<file path="config.mk">
export PLATFORM = sky130hd
export DESIGN_NAME = pll_reset_seq_flat
export DESIGN_NICKNAME = d
export VERILOG_FILES = /design/src/rtl/pll_reset_seq_if.sv /design/src/rtl/pll_reset_seq.sv /design/src/flat_wrapper.sv
export SDC_FILE = /design/constraint.sdc
export NUM_CORES = 1
export LEC_CHECK = 0
export CAP_MARGIN = 30
export CORE_MARGIN = 1
export CORE_UTILIZATION = 47
export CTS_CLUSTER_DIAMETER = 150
export DETAILED_ROUTE_END_ITERATION = 10
export GPL_TIMING_DRIVEN = 0
export HOLD_SLACK_MARGIN = 0.02
export PLACE_DENSITY_LB_ADDON = 0.08
export RECOVER_POWER = 25
export SYNTH_ARGS = -nofsm -noshare
export SYNTH_HDL_FRONTEND = slang
export SYNTH_SLANG_ARGS = --single-unit
</file>
<file path="constraint.sdc">
create_clock -name clk -period 2.75 [get_ports clk]
set_input_delay 0.55 -clock clk [delete_from_list [all_inputs] [get_ports clk]]
set_output_delay 0.55 -clock clk [all_outputs]
set_load 0.01 [all_outputs]
</file>
<file path="src/rtl/pll_reset_seq_if.sv">
// Control/status bundle between the PLL reset sequencer and its surroundings.
// The sequencer side uses the master modport; the PLL/system side uses slave.
interface pll_reset_seq_if #(
    parameter int NUM_STAGES = 3
);
    logic                  locked_in;
    logic                  clear_status;
    logic                  pll_rst;
    logic [NUM_STAGES-1:0] rstb_out;
    logic                  ready;
    logic                  lost_lock;
    logic [7:0]            retry_count;
    logic                  fail;

    modport master (
        input  locked_in,
        input  clear_status,
        output pll_rst,
        output rstb_out,
        output ready,
        output lost_lock,
        output retry_count,
        output fail
    );

    modport slave (
        output locked_in,
        output clear_status,
        input  pll_rst,
        input  rstb_out,
        input  ready,
        input  lost_lock,
        input  retry_count,
        input  fail
    );
endinterface

</file>
<file path="src/rtl/pll_reset_seq.sv">
// PLL reset sequencer: pulses the PLL reset, qualifies LOCKED, retries on timeout
// and releases staged active-low domain resets once lock has been stable.
module pll_reset_seq #(
    parameter int PLL_RST_CYCLES      = 16,
    parameter int LOCK_TIMEOUT_CYCLES = 65536,
    parameter int LOCK_STABLE_CYCLES  = 1024,
    parameter int NUM_STAGES          = 3,
    parameter int STAGE_GAP           = 16,
    parameter int MAX_RETRIES         = 0,
    parameter int CNT_WIDTH           = 20
) (
    input logic             clk,
    input logic             resetb,
    pll_reset_seq_if.master bus
);

    typedef enum logic [2:0] {
        ST_PLL_RESET = 3'd0,
        ST_WAIT_LOCK = 3'd1,
        ST_QUALIFY   = 3'd2,
        ST_RELEASE   = 3'd3,
        ST_RUN       = 3'd4,
        ST_FAIL      = 3'd5
    } state_e;

    localparam logic [CNT_WIDTH-1:0] RST_LAST     = CNT_WIDTH'(PLL_RST_CYCLES - 1);
    localparam logic [CNT_WIDTH-1:0] TIMEOUT_LAST = CNT_WIDTH'(LOCK_TIMEOUT_CYCLES - 1);
    localparam logic [CNT_WIDTH-1:0] STABLE_LAST  = CNT_WIDTH'(LOCK_STABLE_CYCLES - 1);
    localparam logic [CNT_WIDTH-1:0] RELEASE_LAST = CNT_WIDTH'(STAGE_GAP * NUM_STAGES - 1);

    state_e                 state_q, state_d;
    logic [CNT_WIDTH-1:0]   cnt_q, cnt_d;
    logic [1:0]             sync_q, sync_d;
    logic                   locked_s;

    logic                   pll_rst_q, pll_rst_d;
    logic [NUM_STAGES-1:0]  rstb_q, rstb_d;
    logic                   ready_q, ready_d;
    logic                   lost_lock_q, lost_lock_d;
    logic [7:0]             retry_q, retry_d;
    logic                   fail_q, fail_d;

    logic                   timeout_hit;
    logic                   lock_drop;
    logic [7:0]             retry_sat;

    // locked_in is asynchronous to clk; only the second flop is ever looked at.
    assign sync_d   = {sync_q[0], bus.locked_in};
    assign locked_s = sync_q[1];

    assign retry_sat = (retry_q == 8'hFF) ? 8'hFF : retry_q + 8'd1;

    // Next-state logic.
    // NOTE: every signal written here gets a default first so no path can infer a latch.
    always_comb begin
        state_d     = state_q;
        timeout_hit = 1'b0;
        lock_drop   = 1'b0;
        unique case (state_q)
            ST_PLL_RESET: begin
                if (cnt_q == RST_LAST) state_d = ST_WAIT_LOCK;
            end
            ST_WAIT_LOCK: begin
                if (locked_s) begin
                    state_d = ST_QUALIFY;
                end else if (cnt_q == TIMEOUT_LAST) begin
                    timeout_hit = 1'b1;
                    if (MAX_RETRIES != 0 && {24'd0, retry_sat} >= 32'(MAX_RETRIES))
                        state_d = ST_FAIL;
                    else
                        state_d = ST_PLL_RESET;
                end
            end
            ST_QUALIFY: begin
                if (!locked_s)                 state_d = ST_WAIT_LOCK;
                else if (cnt_q == STABLE_LAST) state_d = ST_RELEASE;
            end
            ST_RELEASE: begin
                if (!locked_s) begin
                    lock_drop = 1'b1;
                    state_d   = ST_PLL_RESET;
                end else if (cnt_q == RELEASE_LAST) begin
                    state_d = ST_RUN;
                end
            end
            ST_RUN: begin
                if (!locked_s) begin
                    lock_drop = 1'b1;
                    state_d   = ST_PLL_RESET;
                end
            end
            ST_FAIL: begin
                if (bus.clear_status) state_d = ST_PLL_RESET;
            end
            default: state_d = ST_PLL_RESET;
        endcase
    end

    // Every transition targets a different state, so a state change marks entry.
    assign cnt_d = (state_d != state_q) ? '0 : cnt_q + CNT_WIDTH'(1);

    // A lost-lock set beats a same-cycle clear; a clear beats a same-cycle retry increment.
    always_comb begin
        lost_lock_d = lost_lock_q;
        if (lock_drop)             lost_lock_d = 1'b1;
        else if (bus.clear_status) lost_lock_d = 1'b0;

        retry_d = retry_q;
        if (bus.clear_status) retry_d = 8'd0;
        else if (timeout_hit) retry_d = retry_sat;
    end

    // Outputs are decoded from the upcoming state so they are valid on its first cycle.
    always_comb begin
        pll_rst_d = 1'b0;
        rstb_d    = '0;
        ready_d   = 1'b0;
        fail_d    = 1'b0;
        unique case (state_d)
            ST_PLL_RESET: pll_rst_d = 1'b1;
            ST_RELEASE: begin
                for (int i = 0; i < NUM_STAGES; i++)
                    rstb_d[i] = (cnt_d >= CNT_WIDTH'(STAGE_GAP * (i + 1) - 1));
            end
            ST_RUN: begin
                rstb_d  = '1;
                ready_d = 1'b1;
            end
            ST_FAIL: begin
                pll_rst_d = 1'b1;
                fail_d    = 1'b1;
            end
            default: ;
        endcase
    end

    // NOTE: state is updated with non-blocking assignments so every flop samples pre-edge values.
    always_ff @(posedge clk or negedge resetb) begin
        if (!resetb) begin
            state_q     <= ST_PLL_RESET;
            cnt_q       <= '0;
            sync_q      <= '0;
            pll_rst_q   <= 1'b1;
            rstb_q      <= '0;
            ready_q     <= 1'b0;
            lost_lock_q <= 1'b0;
            retry_q     <= 8'd0;
            fail_q      <= 1'b0;
        end else begin
            state_q     <= state_d;
            cnt_q       <= cnt_d;
            sync_q      <= sync_d;
            pll_rst_q   <= pll_rst_d;
            rstb_q      <= rstb_d;
            ready_q     <= ready_d;
            lost_lock_q <= lost_lock_d;
            retry_q     <= retry_d;
            fail_q      <= fail_d;
        end
    end

    assign bus.pll_rst     = pll_rst_q;
    assign bus.rstb_out    = rstb_q;
    assign bus.ready       = ready_q;
    assign bus.lost_lock   = lost_lock_q;
    assign bus.retry_count = retry_q;
    assign bus.fail        = fail_q;

endmodule
</file>
<file path="src/flat_wrapper.sv">
// flat-port wrapper written by rule: the top's interface ports become plain ports
module pll_reset_seq_flat 
#(
    parameter int PLL_RST_CYCLES      = 16,
    parameter int LOCK_TIMEOUT_CYCLES = 65536,
    parameter int LOCK_STABLE_CYCLES  = 1024,
    parameter int NUM_STAGES          = 3,
    parameter int STAGE_GAP           = 16,
    parameter int MAX_RETRIES         = 0,
    parameter int CNT_WIDTH           = 20
)
  (clk, resetb, bus_locked_in, bus_clear_status, bus_pll_rst, bus_rstb_out, bus_ready, bus_lost_lock, bus_retry_count, bus_fail);
  pll_reset_seq_if #(.NUM_STAGES(NUM_STAGES)) bus_i ();
  input logic clk;
  input logic resetb;
  input wire logic [$bits(bus_i.locked_in)-1:0] bus_locked_in;
  input wire logic [$bits(bus_i.clear_status)-1:0] bus_clear_status;
  output wire logic [$bits(bus_i.pll_rst)-1:0] bus_pll_rst;
  output wire logic [$bits(bus_i.rstb_out)-1:0] bus_rstb_out;
  output wire logic [$bits(bus_i.ready)-1:0] bus_ready;
  output wire logic [$bits(bus_i.lost_lock)-1:0] bus_lost_lock;
  output wire logic [$bits(bus_i.retry_count)-1:0] bus_retry_count;
  output wire logic [$bits(bus_i.fail)-1:0] bus_fail;
  assign bus_i.locked_in = bus_locked_in;
  assign bus_i.clear_status = bus_clear_status;
  assign bus_pll_rst = bus_i.pll_rst;
  assign bus_rstb_out = bus_i.rstb_out;
  assign bus_ready = bus_i.ready;
  assign bus_lost_lock = bus_i.lost_lock;
  assign bus_retry_count = bus_i.retry_count;
  assign bus_fail = bus_i.fail;
  pll_reset_seq #(.PLL_RST_CYCLES(PLL_RST_CYCLES), .LOCK_TIMEOUT_CYCLES(LOCK_TIMEOUT_CYCLES), .LOCK_STABLE_CYCLES(LOCK_STABLE_CYCLES), .NUM_STAGES(NUM_STAGES), .STAGE_GAP(STAGE_GAP), .MAX_RETRIES(MAX_RETRIES), .CNT_WIDTH(CNT_WIDTH)) u_core (.clk(clk), .resetb(resetb), .bus(bus_i));
endmodule
</file>
Word-level counts from Yosys, hierarchy flattened:

Cells that the tools add are included.

* flip-flop bits (word level): 40
* bits of input ports: 4
* output and inout bits: 15
* word-level logic and storage cells: 59

* add/subtract/negate cells: 2
* magnitude comparators: 3
* equal/unequal tests: 14
* muxes and demuxes: 25
* reduce and logical (&&, ||, !) cells: 6

Operator list (count)
* 3-bit two-way mux: 9
* 8-bit two-way mux: 3
* 20-bit by 1-bit adder with 20-bit output, second input constant: 1
* 20-bit by 10-bit == test with 1-bit output, second input constant: 1
* 20-bit by 16-bit == test with 1-bit output, second input constant: 1
* 20-bit by 4-bit == test with 1-bit output, second input constant: 1
* 20-bit by 6-bit == test with 1-bit output, second input constant: 1
* 20-bit by 4-bit greater-or-equal comparator with 1-bit output, second input constant: 1
* 20-bit by 5-bit greater-or-equal comparator with 1-bit output, second input constant: 1
* 20-bit by 6-bit greater-or-equal comparator with 1-bit output, second input constant: 1
* 20-bit two-way mux: 1
* 3-bit one-hot mux with 6 select lines: 1
* 3-bit == test, second input constant: 4
* 1-bit two-way mux: 10
* 3-bit by 2-bit == test with 1-bit output, second input constant: 3
* 8-bit by 1-bit adder with 8-bit output, second input constant: 1
* 8-bit == test, second input constant: 1
* 3-bit logical NOT: 2
* 3-bit one-hot mux with 2 select lines: 1
* 2-bit nonzero test: 2
* 2-bit OR reduction: 2
* 3-bit by 1-bit == test with 1-bit output, second input constant: 1
* 3-bit inequality test: 1

Depth between registers and ports, before layout:

Gate-level depths: netlist of the first run.

* word-level depth: 8
* gate-level depth with buffers: 8
* gate-level depth less buffers: 7

Least setup slack after synthesis of the first run:

Ideal clock, no wire load.

* path type: register -> register
* from: reg u_core.cnt_q[16]
* to: reg u_core.cnt_q[4]
* library setup time: 0.073 ns
* arrival: 2.464 ns
* required time: 2.677 ns
* setup slack: 0.213 ns
* cell stages (with the launch flop): 8
* buffers on the path: 1
* clock period less this slack: 2.537 ns
* cell sequence: dfrtp_1 or4_1 and4bb_2 a31oi_1 or4_4 mux2_4 buf_6 a21oi_2

* cells in the longest elaborated chain, start to end: 6
* elaborated cells on any way between the ends: 14
* those cells by class: eq/ne: 5; mux: 9

RTL lines
* from (decl): line pll_reset_seq.sv:32 `logic [CNT_WIDTH-1:0] cnt_q, cnt_d;`
* from (signal assigned): line pll_reset_seq.sv:151 `cnt_q <= cnt_d;`
* 20-bit by 6-bit == test with 1-bit output (tied with other cells): line pll_reset_seq.sv:82 `end else if (cnt_q == RELEASE_LAST) begin`
* 3-bit two-way mux (on tied branches): line pll_reset_seq.sv:82, pll_reset_seq.sv:66, pll_reset_seq.sv:76
* 3-bit two-way mux (on tied branches): line pll_reset_seq.sv:79, pll_reset_seq.sv:64, pll_reset_seq.sv:75
* 3-bit one-hot mux with 6 select lines *: line pll_reset_seq.sv:59 `unique case (state_q)`
* via u_core.state_d[0]: line pll_reset_seq.sv:31 `state_e state_q, state_d;`
* 3-bit inequality test *: line pll_reset_seq.sv:100 `assign cnt_d = (state_d != state_q) ? '0 : cnt_q + CNT_WIDTH'(1);`
* 20-bit two-way mux *: line pll_reset_seq.sv:100
* via u_core.cnt_d[4]: line pll_reset_seq.sv:32

Mark *: on every way through the listed nets, which the timed path passes. The rest lies on a longest branch.
A chain may end at the register's enable or synchronous reset.

Worst setup path in the final report of the first run:

* from: reg u_core.cnt_q[16]
* to: reg u_core.cnt_q[8]

The elaborated chain is that of the path after synthesis.

==> impl_metrics.toml, run 1 <==
[final_layout]
drive_above_1_share_pct = 16.4
finish.utilization_pct = 57.0
fin_nets = 279
final_cell_count_no_fill = 341
syn2layout_area_growth_pct = 17.0
antenna-diode-count = 0

[pwr]
p_leak_nw = 1.10
sw_frac_of_total_pct = 32.8
internal-power_w = 0.00104
power.share.sequential_pct = 43.8
power.share.clock_pct = 31.1
comb_power_share_pct = 25.0
ir_drop_v = 0.000371
power_switching_w = 0.000510
p_per_area_nw_per_um2 = 576

[synthesis]
share_of_async_settable_or_async_resettable_flops_after_synthesis_pct = 100
yosysSeqAreaShare_pct = 43.5
postSynthCellCount = 247
synth_ff_type = "sky130_fd_sc_hd__dfrtp_1"
post-synth-top-area-cell = "sky130_fd_sc_hd__dfrtp_1"
synth.top_cells.by_area = "sky130_fd_sc_hd__dfrtp_1, sky130_fd_sc_hd__nor2_2, sky130_fd_sc_hd__xnor2_1"
synth_edf_count = 0
synth_top_area_share_pct = 42.4
synth_cell_types = 49
synth_area_um2 = 2300
synth_net_count = 253
yosys_synthesis_warning_count = 0
synthesis.area_per_instance_um2 = 9.32
ys_seq_elements = 40

[timing]
setup_tns_ps = 0
maxSlewViolCount = 0
setup_viol = 0
fin_crit_sh_pct = 97.2
worst_slew_margin_rel_pct = 7.32
maximum_clock_rate_ghz = 0.374
timing.final.hold_violations = 0
clock_skew_ps = 4.84
min_period_ps = 2670
worst-slew-pin-transition_ps = 1390

[clocking]
cts_clock_pin_slew_for_the_worst_setup_and_hold_paths_ps = 80
h-tree-depth = 2
tritoncts = "yes"
cts_inserted_buffers = 5
clock_latency_ps = 300
clock-root-buffer = "sky130_fd_sc_hd__clkbuf_8"
cts_max_path_buffers = 2
numClockSinks = 40

[detailed_routing]
detail_route.vias_per_cell = 5.55
drt-initial-drc-count = 137
drc_errors = 0
wl_per_cell_um = 14.1
vias = 1893
dr.pass1.iters = 4
totalWireLength_um = 4830
drtAntennaViolNets = 0

[global_routing]
number_of_antenna_violations_at_the_first_check_in_global_routing = 0
grt_start_max_net_pins = 27
globalRoute.totalOverflow = 0
grt_first_pass_wirelength_um = 8230
grtUsageTotal_pct = 20.7
vias_in_the_first_global_route = 1730

[critical_path]
worstSetupPathType = "reg2reg"
crit_path_max_fanout = 10
cp_data_arrival_time_ps = 2910
r2r_slack_ps = 80
cp.required_ps = 2980
start_kind = "flop"
worst_setup_path_end_kind = "flop"

[die]
initial_core_util_pct = 48.7
placeableCoreArea_um2 = 4720
row_count = 25
io-pin-count = 19
die_height_um = 72.0
die_width_um = 72.0
die_area_um2 = 5180

[run_status]
outcome = "finished, final reports clean"

[placed_design]
dp_hpwl_um = 3510
port_buffers = 17
numPlacedInstances = 332
globalplace.congestion = 0.859

[hold_path]
min-delay-path-class = "in2async"

[job]
max_cap_viol_count = 0
[metal layers]
metal | part of all wire, % | vias up | global-route usage, % | wire, um
met2 | 45 | 46 | 32.1 | 2190
met1 | 48 | 899 | 28.4 | 2330
met4 | 2.3 | 0 | 8.28 | 109
li1 | - | 937 | - | -
met3 | 4.1 | 11 | 4.44 | 200
met5 | 0 | - | 0 | 0
[synth_stat cells (4+ instances only)]
cell type	number
sky130_fd_sc_hd__a21oi_1	7
sky130_fd_sc_hd__a31oi_1	5
sky130_fd_sc_hd__and2_1	4
sky130_fd_sc_hd__and3_1	7
sky130_fd_sc_hd__and4_1	4
sky130_fd_sc_hd__clkbuf_1	9
sky130_fd_sc_hd__dfrtp_1	39
sky130_fd_sc_hd__inv_1	7
sky130_fd_sc_hd__mux2i_1	4
sky130_fd_sc_hd__nand2_1	14
sky130_fd_sc_hd__nand3_1	12
sky130_fd_sc_hd__nand4_1	12
sky130_fd_sc_hd__nor2_1	22
sky130_fd_sc_hd__nor2_2	18
sky130_fd_sc_hd__nor3_1	6
sky130_fd_sc_hd__nor4_1	4
sky130_fd_sc_hd__o21ai_0	9
sky130_fd_sc_hd__xnor2_1	10
sky130_fd_sc_hd__xor2_1	10
[sequential cells by signal, summed over array words and instances, names as in the netlist]
signal / flops
u_core.bus.fail: 1
u_core.bus.lost_lock: 1
u_core.bus.pll_rst: 1
u_core.bus.ready: 1
u_core.bus.retry_count: 8
u_core.bus.rstb_out: 3
u_core.cnt_q: 20
u_core.state_q: 3
u_core.sync_q: 2
[cell usage in the layout (no fill, tap or decap), types with 3 or more instances in the layout]
master,n
sky130_fd_sc_hd__dfrtp_1,37
sky130_fd_sc_hd__nor2_1,21
sky130_fd_sc_hd__nor2_2,19
sky130_fd_sc_hd__clkdlybuf4s50_1,16
sky130_fd_sc_hd__nand2_1,14
sky130_fd_sc_hd__nand4_1,12
sky130_fd_sc_hd__nand3_1,11
sky130_fd_sc_hd__clkbuf_1,10
sky130_fd_sc_hd__xor2_1,10
sky130_fd_sc_hd__xnor2_1,10
sky130_fd_sc_hd__o21ai_0,9
sky130_fd_sc_hd__a21oi_1,7
sky130_fd_sc_hd__and3_1,7
sky130_fd_sc_hd__inv_1,7
sky130_fd_sc_hd__nor3_1,6
sky130_fd_sc_hd__a31oi_1,5
sky130_fd_sc_hd__clkbuf_8,5
sky130_fd_sc_hd__nor4_1,4
sky130_fd_sc_hd__and4_1,4
sky130_fd_sc_hd__and2_1,4
sky130_fd_sc_hd__mux2i_1,4
sky130_fd_sc_hd__buf_4,3
sky130_fd_sc_hd__nor2b_1,3
sky130_fd_sc_hd__nand3b_1,3
sky130_fd_sc_hd__nand2b_1,3
sky130_fd_sc_hd__a41oi_1,3
[power groups by stage]
stage	Sequential [W]	Combinational, W	Clock [W]
after floorplan	0.000675	0.000304	0
after global placement	0.000684	0.000391	0
after detailed placement	0.000686	0.000392	0
after CTS	0.000676	0.000397	0.000493
after global routing	0.000688	0.000436	0.000524
final	0.000680	0.000389	0.000483
[critical path: stages, from the launching register on]
cell and delay (ps):
sky130_fd_sc_hd__dfrtp_2 430, sky130_fd_sc_hd__or4_4 550, sky130_fd_sc_hd__and4bb_2 360, sky130_fd_sc_hd__a31oi_1 90, sky130_fd_sc_hd__or4_4 560, sky130_fd_sc_hd__mux2_4 330
sky130_fd_sc_hd__buf_6 160, sky130_fd_sc_hd__nor2_2 110
[through the flow]
| step | hold WS [ps] | total power (W) | setup WS, ps | cell area [um2] |
|---|---|---|---|---|
| detailed placement | 352 | 0.00108 | 0.0604 | 2570 |
| finish | 293 | 0.00155 | 77.2 | 2690 |
| floorplan | 254 | 0.000979 | 213 | 2300 |
| CTS | 153 | 0.00156 | 12.8 | 2690 |
| global route | 371 | 0.00165 | -16.0 | 2690 |
| global placement | 332 | 0.00108 | -6.52 | 2560 |
[final timing paths]
check	start	end	cells after the start
min in group clk	u_core.sync_q[0]$_DFF_PN0_	u_core.sync_q[1]$_DFF_PN0_	0
worst min register to register	u_core.sync_q[0]$_DFF_PN0_	u_core.sync_q[1]$_DFF_PN0_	0
worst max register to register	u_core.cnt_q[16]$_DFF_PN0_	u_core.cnt_q[8]$_DFF_PN0_	7
max in group asynchronous	resetb	u_core.cnt_q[0]$_DFF_PN0_	2
worst min-delay path	resetb	u_core.sync_q[1]$_DFF_PN0_	1
worst max-delay path	u_core.cnt_q[16]$_DFF_PN0_	u_core.cnt_q[8]$_DFF_PN0_	7
[final cells by class]
cell class	count	area, um2
Fill cell	434	2030
Multi-Input combinational cell	187	1220
Sequential cell	40	1000
Timing Repair Buffer	20	183
Tap cell	67	83.8
Clock buffer	5	68.8
Buffer	12	65.1
Clock inverter	3	42.5
Inverter	7	26.3
[timing repair]
action | in CTS | in global routing
pin swaps | 0 | 1
gates resized for setup | 3 | 3
endpoints found under the hold margin | 0 | 0
setup buffers | 0 | 2
hold buffers | 0 | 0
setup endpoints to repair | 18 | 20
[cell families (layout without fill, tap and decap cells)]
kind of cell / count (synthesis) / in the layout / synth area share [%]
adders and majority gates: 2 / 2 / 1.09
DFF: 40 / 40 / 43.5
xor gates and xnor gates: 20 / 20 / 7.61
buffers and inverters: 20 / 47 / 4.13
muxes: 5 / 5 / 2.39
AOI/OAI and AO/OA: 36 / 36 / 10.3
and+or+nand+nor: 124 / 124 / 31.0
Note: power is estimated with default switching activity, not from simulation.
==> inputs of run 2 (changes only) <==
--- a/config.mk
+++ b/config.mk
@@ -7,7 +7,7 @@
 export LEC_CHECK = 0
 export CAP_MARGIN = 30
 export CORE_MARGIN = 1
-export CORE_UTILIZATION = 47
+export CORE_UTILIZATION = 45
 export CTS_CLUSTER_DIAMETER = 150
 export DETAILED_ROUTE_END_ITERATION = 10
 export GPL_TIMING_DRIVEN = 0
==> impl_metrics.toml, run 2 (synthesis gave the netlist of run 1 again) <==
[run_status]
outcome = "finished, final reports clean"

[clocking]
cts_inserted_buffers = 5
numClockSinks = 40
h-tree-depth = 2
post_cts_hold_buffer_count = 0
cts_clock_pin_slew_for_the_worst_setup_and_hold_paths_ps = 80
tritoncts = "yes"
cts_max_path_buffers = 2
clock-root-buffer = "sky130_fd_sc_hd__clkbuf_8"
clock_latency_ps = 300

[timing]
worst_slew_margin_rel_pct = 40.9
timing.final.hold_violations = 0
hold_slack_ps = 357
fin_crit_sh_pct = 97.7
maximum_clock_rate_ghz = 0.372
clock_skew_ps = 10.4
setup_viol = 0
min_period_ps = 2690
postLayoutSetupSlackWorst_ps = 63.2
maxSlewViolCount = 0
worst-slew-pin-transition_ps = 887

[critical_path]
cp_data_arrival_time_ps = 2910
start_kind = "flop"
worstSetupPathType = "reg2reg"
worst_setup_path_end_kind = "flop"
crit_buf_inv = 1
max_stage_delay_ps = 570
crit_path_max_fanout = 10
slowest_stage = "sky130_fd_sc_hd__or4_4"
cp_top_family = "simple AND/OR/NAND/NOR gates"
cp.required_ps = 2970
crit_chain = "or4_1 > and4bb_2 > a31oi_1 > or4_4 > mux2_4 > buf_6 > nor2_2"

[detailed_routing]
detail_route.vias_per_cell = 5.50
detail_route.wirelength.met1_um = 2440
drc_errors = 0
vias = 1891
met2WireLength_um = 2240
drtAntennaViolNets = 0
totalWireLength_um = 4940
topRoutingLayerUsed = "met4"
dr.pass1.iters = 4
drt-initial-drc-count = 165
met3WireLength_um = 188
wl_per_cell_um = 14.4

[die]
die_width_um = 73.5
io-pin-count = 19
initial_core_util_pct = 47.8
die_area_um2 = 5410
row_count = 25
placeableCoreArea_um2 = 4820
die_height_um = 73.5

[final_layout]
fin_nets = 282
max_flop_register = "u_core.cnt_q"
largest_reg_flops = 20
antenna-diode-count = 0
layout.cells.most_common_list = "sky130_fd_sc_hd__dfrtp_1, sky130_fd_sc_hd__nor2_1, sky130_fd_sc_hd__nor2_2"
syn2layout_area_growth_pct = 18.1
drive_above_1_share_pct = 17.0
most_frequent_standard_cell_in_the_layout_excluding_fill_and_tap_cells = "sky130_fd_sc_hd__dfrtp_1"
fin_area_um2 = 2720

[global_routing]
grt_first_pass_wirelength_um = 8340
globalRoute.totalOverflow = 0
grtUsageTotal_pct = 20.6
vias_in_the_first_global_route = 1723
grt_start_max_net_pins = 41
number_of_antenna_violations_at_the_first_check_in_global_routing = 0

[placed_design]
dp_hpwl_um = 3480
port_buffers = 17
globalplace.congestion = 0.889
placed_area_um2 = 2550
post-place-ws_ps = 3.55

[hold_path]
min-delay-path-class = "reg2reg"

[pwr]
p_per_area_nw_per_um2 = 566
p_leak_nw = 1.13
ir_drop_v = 0.000452

[job]
max_cap_viol_count = 0
[run 2: what timing repair did]
item                                    4_1_cts  5_1_grt
endpoints found under the setup margin       17       24
pin swaps                                     1        2
buffers inserted                              1        4
resized for setup                             1        5
[run 2: stage by stage]
stage	setup TNS, ps	power (W)	util, %	cells
2_1_floorplan	0	0.000979	-	247
3_3_place_gp	0	0.00108	53.1	331
3_5_place_dp	0	0.00108	53.0	331
4_1_cts	0	0.00157	55.5	340
5_1_grt	-7.00	0.00163	56.4	344
6_report	0	0.00154	56.4	344
[run 2: worst paths after layout]
kind                                       startpoint  slack, ps  cells past startpoint                                     to
max                        u_core.cnt_q[16]$_DFF_PN0_         60                      7              u_core.cnt_q[8]$_DFF_PN0_
min                        u_core.sync_q[0]$_DFF_PN0_        360                      0             u_core.sync_q[1]$_DFF_PN0_
max reg2reg                u_core.cnt_q[16]$_DFF_PN0_         60                      7              u_core.cnt_q[8]$_DFF_PN0_
min reg2reg                u_core.sync_q[0]$_DFF_PN0_        360                      0             u_core.sync_q[1]$_DFF_PN0_
max in group asynchronous                      resetb       1770                      1             u_core.cnt_q[16]$_DFF_PN0_
min in group asynchronous                      resetb        370                      1  u_core.bus.retry_count[1]$_DFFE_PN0P_
[run 2: where the power goes]
part	switching [W]	leakage [nW]	internal, W	total [W]
Combinational	0.000246	0.529	0.000144	0.000390
Clock	0.000204	0.0552	0.000269	0.000473
Sequential	0.0000480	0.545	0.000628	0.000676
Total	0.000498	1.13	0.00104	0.00154
[run 2: area by class of cell]
class                      count  area [um2]
sequential                    40        1000
clock inverter                 2        35.0
timing repair buffer          22         203
fill                         465        2100
clock buffer                   6        72.6
inverter                       7        26.3
tap                           67        83.8
multi-input combinational    187        1230
buffer                        13        68.8
[run 2: worst reg2reg max path, delay by kind of cell (launching register included)]
kind	cells	cell delay, ps
multiplexers	1	330
flip-flops	1	430
buffers and inverters	1	160
AND/OR/NAND/NOR	4	1600
AO/OA/AOI/OAI	1	90
[run 2: layer usage]
metal / global-route usage (%) / up-vias
met5: 0 / -
met4: 6.62 / 0
met3: 4.53 / 7
met2: 30.8 / 39
met1: 29.6 / 896
li1: - / 949
